[config.mk]
export PLATFORM = sky130hd
export DESIGN_NAME = pheader_packer_flat
export DESIGN_NICKNAME = d
export VERILOG_FILES = /design/src/rtl/pheader_packer_if.sv /design/src/rtl/pheader_packer.sv /design/src/flat_wrapper.sv
export SDC_FILE = /design/constraint.sdc
export NUM_CORES = 1
export LEC_CHECK = 0
export ABC_AREA = 1
export CORE_MARGIN = 10
export CORE_UTILIZATION = 50
export CTS_CLUSTER_DIAMETER = 80
export DETAILED_ROUTE_END_ITERATION = 6
export GPL_ROUTABILITY_DRIVEN = 0
export MAX_ROUTING_LAYER = met4
export PLACE_DENSITY = 0.86
export SLEW_MARGIN = 20
export SYNTH_ARGS = -nofsm -noshare
export SYNTH_HDL_FRONTEND = slang
export SYNTH_SLANG_ARGS = --single-unit
[constraint.sdc]
create_clock -name clk -period 6.05 [get_ports clk]
set_clock_uncertainty 0.05 [all_clocks]
set_input_delay 0.9075 -clock clk [delete_from_list [all_inputs] [get_ports clk]]
set_output_delay 0.9075 -clock clk [all_outputs]
set_load 0.02 [all_outputs]
[src/rtl/pheader_packer_if.sv]
// Bundles the header input, payload input and packed output streams of the
// telemetry packetiser. The "master" side drives headers, payload beats and
// downstream ready. The "slave" side is the packer itself.
interface pheader_packer_if #(
  parameter int CNT_W = 16
);
  logic [47:0]      header_in;
  logic             header_valid;
  logic             header_ready;
  logic [31:0]      payload_in;
  logic             payload_valid;
  logic             payload_last;
  logic             payload_ready;
  logic [31:0]      data_out;
  logic             valid_out;
  logic             ready_out;
  logic             sop_out;
  logic             eop_out;
  logic             overflow_err;
  logic [CNT_W-1:0] pkt_count;

  modport master (
    output header_in, header_valid, payload_in, payload_valid, payload_last, ready_out,
    input  header_ready, payload_ready, data_out, valid_out, sop_out, eop_out,
    input  overflow_err, pkt_count
  );

  modport slave (
    input  header_in, header_valid, payload_in, payload_valid, payload_last, ready_out,
    output header_ready, payload_ready, data_out, valid_out, sop_out, eop_out,
    output overflow_err, pkt_count
  );
endinterface

[src/rtl/pheader_packer.sv]
// Transmit-side packetiser. It packs a 48-bit header and a stream of 32-bit
// payload beats into a 32-bit word stream:
//   word0 = header[47:16]
//   word1 = {header[15:0], first_beat[15:0]}
//   word2 onwards = full payload beats
// A single output register holds each word. Upstream ready signals are
// combinational from the state and from whether that register can take a word.
// A packet longer than MAX_BEATS is cut short. Its last kept word carries eop,
// and the remaining beats are swallowed.
module pheader_packer #(
  parameter int MAX_BEATS = 256,
  parameter int CNT_W     = 16
) (
  input  logic            clk,
  input  logic            reset,
  pheader_packer_if.slave bus
);

  localparam int BC_W = $clog2(MAX_BEATS + 1);
  localparam logic [BC_W-1:0] LAST_CNT = BC_W'(MAX_BEATS - 1);

  localparam logic [1:0] IDLE  = 2'd0;
  localparam logic [1:0] FIRST = 2'd1;
  localparam logic [1:0] BODY  = 2'd2;
  localparam logic [1:0] DROP  = 2'd3;

  logic [1:0]       state_reg, state_next;
  logic [BC_W-1:0]  beat_cnt_reg;
  logic [15:0]      hdr_lo_reg;
  logic [31:0]      data_reg, data_next;
  logic             valid_reg, sop_reg, eop_reg, ovf_reg;
  logic             sop_next, eop_next;
  logic [CNT_W-1:0] pkt_count_reg;

  logic out_free, in_payload, hdr_acc, beat_acc, load, trunc;

  assign out_free   = !valid_reg || bus.ready_out;
  assign in_payload = (state_reg == FIRST) || (state_reg == BODY);

  assign bus.header_ready  = (state_reg == IDLE) && out_free;
  // DROP always accepts, because discarded beats never need the output register.
  assign bus.payload_ready = in_payload ? out_free : (state_reg == DROP);

  assign hdr_acc  = bus.header_valid && bus.header_ready;
  assign beat_acc = bus.payload_valid && bus.payload_ready;
  assign trunc    = beat_acc && in_payload && (beat_cnt_reg == LAST_CNT) && !bus.payload_last;
  assign load     = hdr_acc || (beat_acc && in_payload);

  assign bus.data_out     = data_reg;
  assign bus.valid_out    = valid_reg;
  assign bus.sop_out      = sop_reg;
  assign bus.eop_out      = eop_reg;
  assign bus.overflow_err = ovf_reg;
  assign bus.pkt_count    = pkt_count_reg;

  // Next-state and next-output-word selection.
  always_comb begin
    state_next = state_reg;
    data_next  = data_reg;
    sop_next   = sop_reg;
    eop_next   = eop_reg;
    case (state_reg)
      IDLE: begin
        if (hdr_acc) begin
          data_next  = bus.header_in[47:16];
          sop_next   = 1'b1;
          eop_next   = 1'b0;
          state_next = FIRST;
        end
      end
      FIRST, BODY: begin
        if (beat_acc) begin
          // Only the low half of the first beat fits beside the header tail.
          data_next  = (state_reg == FIRST) ? {hdr_lo_reg, bus.payload_in[15:0]}
                                            : bus.payload_in;
          sop_next   = 1'b0;
          eop_next   = bus.payload_last || trunc;
          state_next = bus.payload_last ? IDLE : (trunc ? DROP : BODY);
        end
      end
      DROP: begin
        if (beat_acc && bus.payload_last) begin
          state_next = IDLE;
        end
      end
      default: state_next = IDLE;
    endcase
  end

  // State, beat counter and latched header tail.
  always_ff @(posedge clk or posedge reset) begin
    if (reset) begin
      state_reg    <= IDLE;
      beat_cnt_reg <= '0;
      hdr_lo_reg   <= '0;
    end else begin
      state_reg <= state_next;
      if (hdr_acc) begin
        hdr_lo_reg   <= bus.header_in[15:0];
        beat_cnt_reg <= '0;
      end else if (beat_acc && in_payload) begin
        beat_cnt_reg <= beat_cnt_reg + BC_W'(1);
      end
    end
  end

  // Output register. It holds while stalled and empties on consume with no reload.
  always_ff @(posedge clk or posedge reset) begin
    if (reset) begin
      data_reg      <= '0;
      valid_reg     <= 1'b0;
      sop_reg       <= 1'b0;
      eop_reg       <= 1'b0;
      ovf_reg       <= 1'b0;
      pkt_count_reg <= '0;
    end else begin
      ovf_reg <= trunc;
      if (load) begin
        data_reg  <= data_next;
        sop_reg   <= sop_next;
        eop_reg   <= eop_next;
        valid_reg <= 1'b1;
        if (eop_next) begin
          pkt_count_reg <= pkt_count_reg + CNT_W'(1);
        end
      end else if (bus.ready_out) begin
        valid_reg <= 1'b0;
      end
    end
  end

endmodule

[src/flat_wrapper.sv]
// flat-port wrapper written by rule: the top's interface ports become plain ports
module pheader_packer_flat 
#(
  parameter int MAX_BEATS = 256,
  parameter int CNT_W     = 16
)
  (clk, reset, bus_header_in, bus_header_valid, bus_payload_in, bus_payload_valid, bus_payload_last, bus_ready_out, bus_header_ready, bus_payload_ready, bus_data_out, bus_valid_out, bus_sop_out, bus_eop_out, bus_overflow_err, bus_pkt_count);
  pheader_packer_if #(.CNT_W(CNT_W)) bus_i ();
  input  logic clk;
  input  logic reset;
  input wire logic [$bits(bus_i.header_in)-1:0] bus_header_in;
  input wire logic [$bits(bus_i.header_valid)-1:0] bus_header_valid;
  input wire logic [$bits(bus_i.payload_in)-1:0] bus_payload_in;
  input wire logic [$bits(bus_i.payload_valid)-1:0] bus_payload_valid;
  input wire logic [$bits(bus_i.payload_last)-1:0] bus_payload_last;
  input wire logic [$bits(bus_i.ready_out)-1:0] bus_ready_out;
  output wire logic [$bits(bus_i.header_ready)-1:0] bus_header_ready;
  output wire logic [$bits(bus_i.payload_ready)-1:0] bus_payload_ready;
  output wire logic [$bits(bus_i.data_out)-1:0] bus_data_out;
  output wire logic [$bits(bus_i.valid_out)-1:0] bus_valid_out;
  output wire logic [$bits(bus_i.sop_out)-1:0] bus_sop_out;
  output wire logic [$bits(bus_i.eop_out)-1:0] bus_eop_out;
  output wire logic [$bits(bus_i.overflow_err)-1:0] bus_overflow_err;
  output wire logic [$bits(bus_i.pkt_count)-1:0] bus_pkt_count;
  assign bus_i.header_in = bus_header_in;
  assign bus_i.header_valid = bus_header_valid;
  assign bus_i.payload_in = bus_payload_in;
  assign bus_i.payload_valid = bus_payload_valid;
  assign bus_i.payload_last = bus_payload_last;
  assign bus_i.ready_out = bus_ready_out;
  assign bus_header_ready = bus_i.header_ready;
  assign bus_payload_ready = bus_i.payload_ready;
  assign bus_data_out = bus_i.data_out;
  assign bus_valid_out = bus_i.valid_out;
  assign bus_sop_out = bus_i.sop_out;
  assign bus_eop_out = bus_i.eop_out;
  assign bus_overflow_err = bus_i.overflow_err;
  assign bus_pkt_count = bus_i.pkt_count;
  pheader_packer #(.MAX_BEATS(MAX_BEATS), .CNT_W(CNT_W)) u_core (.clk(clk), .reset(reset), .bus(bus_i));
endmodule
* After elaboration in Yosys (flattened, before gate mapping)
Cells that the tools add are included.
** Storage, ports and cells
- Register bits after elaboration :: 79
- Bits of input ports :: 86
- Output and inout bits :: 54
- Logic and storage cells :: 60
** Operators by class
- $add $sub $neg :: 2
- Equality and inequality tests :: 7
- Mux-type cells :: 21
- Reductions and logical operators :: 21
** Operator list (count)
- 32-bit two-way mux :: 3
- 32-bit one-hot mux with 2 select lines :: 1
- 9-bit two-way mux :: 2
- 16-bit by 1-bit adder with 16-bit output (second input constant) :: 1
- 9-bit by 1-bit adder with 9-bit output (second input constant) :: 1
- 9-bit by 8-bit == test with 1-bit output (second input constant) :: 1
- 1-bit two-way mux :: 8
- 2-bit two-way mux :: 4
- 1-bit logical AND :: 7
- 2-bit one-hot mux with 3 select lines :: 1
- 2-bit nonzero test :: 3
- 2-bit == test (second input constant) :: 2
- 1-bit logical OR :: 4
- 2-bit by 1-bit != test with 1-bit output (second input constant) :: 2
- 1-bit one-hot mux with 2 select lines :: 2
- 4-bit AND reduction :: 1
- 3-bit AND reduction :: 1
- 2-bit by 1-bit == test with 1-bit output (second input constant) :: 1
- 1-bit logical NOT :: 2
- 2-bit logical NOT :: 1
- 2-bit != test (second input constant) :: 1
- 2-bit AND reduction :: 1
- 2-bit OR reduction :: 1

* Depth between registers and ports, before layout
- Word-level depth :: 11
- Mapped depth :: 18
- Depth with buffers taken out :: 17

* Worst setup path before layout
OpenSTA, ideal clock, no wires.
- Path kind :: input to register
- Start point :: in bus_ready_out
- End point :: reg u_core.data_reg[18] (netlist: u_core.bus.data_out[18])
- Setup time :: 0.121 ns
- Data arrival time :: 2.032 ns
- Required time :: 5.879 ns
- Path slack :: 3.847 ns
- Stages :: 9
- Path buffers :: 2
- Cell sequence :: inv_2 a21oi_2 nand2_1 inv_2 o21ai_1 a21oi_2 buf_6 buf_4 o21ai_1
** Between the ends
- Elaborated cells between the ends (all ways) :: 10
- Classes of those cells :: 2 x eq/ne; 1 x mux; 7 x reduce/logical
** RTL lines
- start: declaration :: line flat_wrapper.sv:16 : input wire logic [$bits(bus_i.ready_out)-1:0] bus_ready_out;
- 1-bit logical OR * :: line pheader_packer.sv:37 : assign out_free = !valid_reg || bus.ready_out;
- 1-bit logical AND * :: line pheader_packer.sv:40 : assign bus.header_ready = (state_reg == IDLE) && out_free;
- net bus_header_ready :: line flat_wrapper.sv:17 : output wire logic [$bits(bus_i.header_ready)-1:0] bus_header_ready;
- 1-bit logical AND * :: line pheader_packer.sv:44 : assign hdr_acc = bus.header_valid && bus.header_ready;
- 2-bit by 1-bit != test with 1-bit output (no line) or 1-bit logical OR (tied branches)
- 4-bit AND reduction (no line) *
- end signal: assignment :: line pheader_packer.sv:119 : data_reg <= data_next;
- end: declaration :: line pheader_packer.sv:30 : logic [31:0] data_reg, data_next;
The timed path passes the listed nets; every way through them passes the cells marked *.
A chain may end at the register's enable or synchronous reset.

* Worst setup path after layout
- Start point :: reg u_core.state_reg[0]
- End point :: out bus_payload_ready
** Between the ends
- Longest elaborated chain between the ends :: 3
- Elaborated cells between the ends (all ways) :: 5
- Classes of those cells :: 3 x eq/ne; 1 x mux; 1 x reduce/logical
** Ends and longest elaborated chain
- start: declaration :: line pheader_packer.sv:27 : logic [1:0] state_reg, state_next;
- start signal: assignment :: line pheader_packer.sv:97 : state_reg <= state_next;
- 2-bit by 1-bit == test with 1-bit output or 2-bit == test (tied branches) :: line pheader_packer.sv:38 : assign in_payload = (state_reg == FIRST) || (state_reg == BODY);
- 1-bit logical OR :: line pheader_packer.sv:38
- 1-bit two-way mux * :: line pheader_packer.sv:42 : assign bus.payload_ready = in_payload ? out_free : (state_reg == DROP);
- end: declaration :: line flat_wrapper.sv:18 : output wire logic [$bits(bus_i.payload_ready)-1:0] bus_payload_ready;
Mark *: on every way between the ends. The rest lies on a longest branch, timed or not.

==> impl_results.md <==
- Critical R2R Launch: u_core.state_reg[0]
- Starting Density: 0.511
- Most frequent cells in the layout: 205 x nand2_1, 139 x clkdlybuf4s50_1, 79 x dfrtp_1
- WP data arrival: between 2 and 3 ns
- Synthesized flop and latch total: slightly below 80
- Worst-Skew Late Latency: 0.36 ns
- Die area: between 10000 and 15000 um^2
- Fillers: 665
- Initial DRC Count: 215
- Crit. Startpoint: u_core.state_reg[0]
- Max reg flops: 32
- Initial antenna violation count: 0
- Status: finished, final reports clean
- First-pass iteration count of the detailed router: 5
- Post-synthesis cell count: 547
- Worst-Margin Slew: 1.00 ns
- Worst r2r path cells: 11
- Power Density: 503 nW/um^2
- Pwr Total: roughly 3 mW
- Warnings from Yosys: 0
- Max incr delay on CP: approximately 0.83 ns
- Dominant cells by area after synthesis: dfrtp_1 47%, nand2_1 18%, inv_1 5.5%
- Overall routing resource usage: 0.198
- Synth top area share: 0.473
- DR vias/cell: slightly above 5
- Crit path to: bus_payload_ready
- I/O Buffers: around 140
- CTS H-Tree Depth: 3
- P&R area growth vs syn: 38.7%
- WP data required: slightly above 5 ns
- VDD IR-drop max: 0.264 mV
- Clk root buf: clkbuf_8
- Ports: 140
- CTS Buf Count: 9
- Multi-input logic area: 1830 um^2
- Core area: between 8000 and 9000 um^2
- CTS tree: built
- Cell Chain, Critical Path: inv_1, ha_1, inv_1, nand2_1, nand2_1, inv_1, clkdlybuf4s50_1
- Number of global-route vias before repair: between 4000 and 5000
- Hold WC Path Type: register to register
- CP Capture Type: output port
- Post-CTS setup buffer count: 0
- FF-to-FF setup slack: 2.56 ns
- CTS max path bufs: 2
- Hold Buf Count CTS: 0
- Die height: 111 um
- HPWL after DPL: 9.12 mm
- Startpoint types: register
- Cell with the most instances on the worst path: inv_1
- Final wirelength: roughly 12 mm
- Sequential cell area: 1980 um^2
- CP max stage cell: ha_1
- Post-Syn Nets: 640
- Global-route wire length before repair: 20.1 mm
- Clk sinks: 79
- Most common cell after layout, fill and taps aside: nand2_1
- Post-synthesis sequential area ratio: 0.473
- Netlist cell types: 27
- WL/cell: 15.3 um
- Drt drc: 0
- Final hold viol count: 0
- RSZ-0062 raised after global routing: no
- Syn Std Cell Area: between 4000 and 5000 um^2
- ANT cells: 0
- Leak: 2.81 nW
- FP Rows: 33
- Die width: 111 um
- Setup TNS: 0 ns
- Final setup viols: 0
- GRT Residual Overflow: 0
- Max_cap viols: 0
- # resized after CTS: 0
- Routed vias: 3971
- Crit path kind: register to output port
- Slew HR: 0.329
- Clock-pin slew on the worst setup and hold paths: 0.08 ns
- Layout cell share with drive strength beyond 1: 0.0441
- Final net count: ~770
- Final critical-path share of the clock period: 0.613
- Min Tclk post-route: 3.71 ns
- Final Max Tran Viols: 0
- Reg2Reg Capture Point: u_core.bus.data_out[3]
- Post-Syn Area per Cell: 7.64 um^2
- Fmax: 0.270 GHz
- Synth area leader: dfrtp_1
- Crit path max fanout: 25
- Largest net degree at the start of global routing: 80
- Final ANT Viol Nets: 0
-- logic make-up after synthesis --
kind of cell | count (synthesis) | share of synthesized area
xor+xnor | 14 | 0.0293
flops | 79 | 0.473
simple gates | 267 | 0.253
mux | 14 | 0.0335
fa+ha+maj | 7 | 0.0209
compound gates | 77 | 0.0984
buf+inv | 89 | 0.0925
-- routing by layer --
layer | vias to the layer above | part of all wire | wire [um] | GRT usage
li1 | 1960 | - | - | -
met1 | 1858 | 0.40 | 4870 | 0.216
met2 | 133 | 0.53 | 6340 | 0.346
met3 | 20 | 0.043 | 513 | 0.0419
met4 | 0 | 0.026 | 312 | 0.0720
met5 | - | 0 | 0 | -
-- critical path: cells and delay by family, from the launching register on --
family                   cells  cell delay (ns)
buffers and inverters        4             0.90
adder cells (fa/ha/maj)      1             0.83
flip-flops                   1             0.44
AND/OR/NAND/NOR              2             0.23
-- synthesized netlist by cell type, drive strengths merged --
library cell and n:
a211oi 1, a21oi 10, buf 16, clkbuf 9, dfrtp 79, ha 7
inv 64, mux2i 14, nand2 207, nand3 28, nand4 3, nor2 28
nor3 1, o211ai 1, o21ai 64, o22ai 1, xnor2 9, xor2 5
-- worst min path at each step --
stage / from / endpoint / slack [ns] / cells after the start
floorplan: u_core.hdr_lo_reg[10] / u_core.hdr_lo_reg[10] / 0.40 / 2
global placement: u_core.hdr_lo_reg[15] / u_core.hdr_lo_reg[15] / 0.42 / 2
detailed placement: u_core.hdr_lo_reg[4] / u_core.hdr_lo_reg[4] / 0.42 / 2
CTS: u_core.hdr_lo_reg[6] / u_core.hdr_lo_reg[6] / 0.44 / 2
global route: u_core.hdr_lo_reg[3] / u_core.hdr_lo_reg[3] / 0.47 / 2
finish: u_core.hdr_lo_reg[6] / u_core.hdr_lo_reg[6] / 0.44 / 2
-- final cells by class --
cell class | instances | share of cell area
well taps | 105 | 0.0227
clock inverters | 5 | 0.00971
inverters | 64 | 0.0416
repair buffers | 143 | 0.246
flip-flops and latches | 79 | 0.341
multi-input cells | 379 | 0.315
clock buffers | 11 | 0.0244
-- power breakdown --
group	switching [mW]	internal, mW
Combinational	1.04	0.621
Clock	0.198	0.202
Sequential	0.122	0.731
-- through the flow --
step,utilization,setup slack (ns),cell area (um^2),std cells,hold WS [ns]
global placement,0.685,2.29,5600,770,0.415
CTS,0.709,2.33,5790,786,0.442
floorplan,-,3.07,4180,547,0.399
detailed placement,0.685,2.20,5600,770,0.417
global route,0.709,2.17,5800,786,0.470
finish,0.709,2.34,5800,786,0.441
Note: power is estimated with default switching activity, not from simulation.
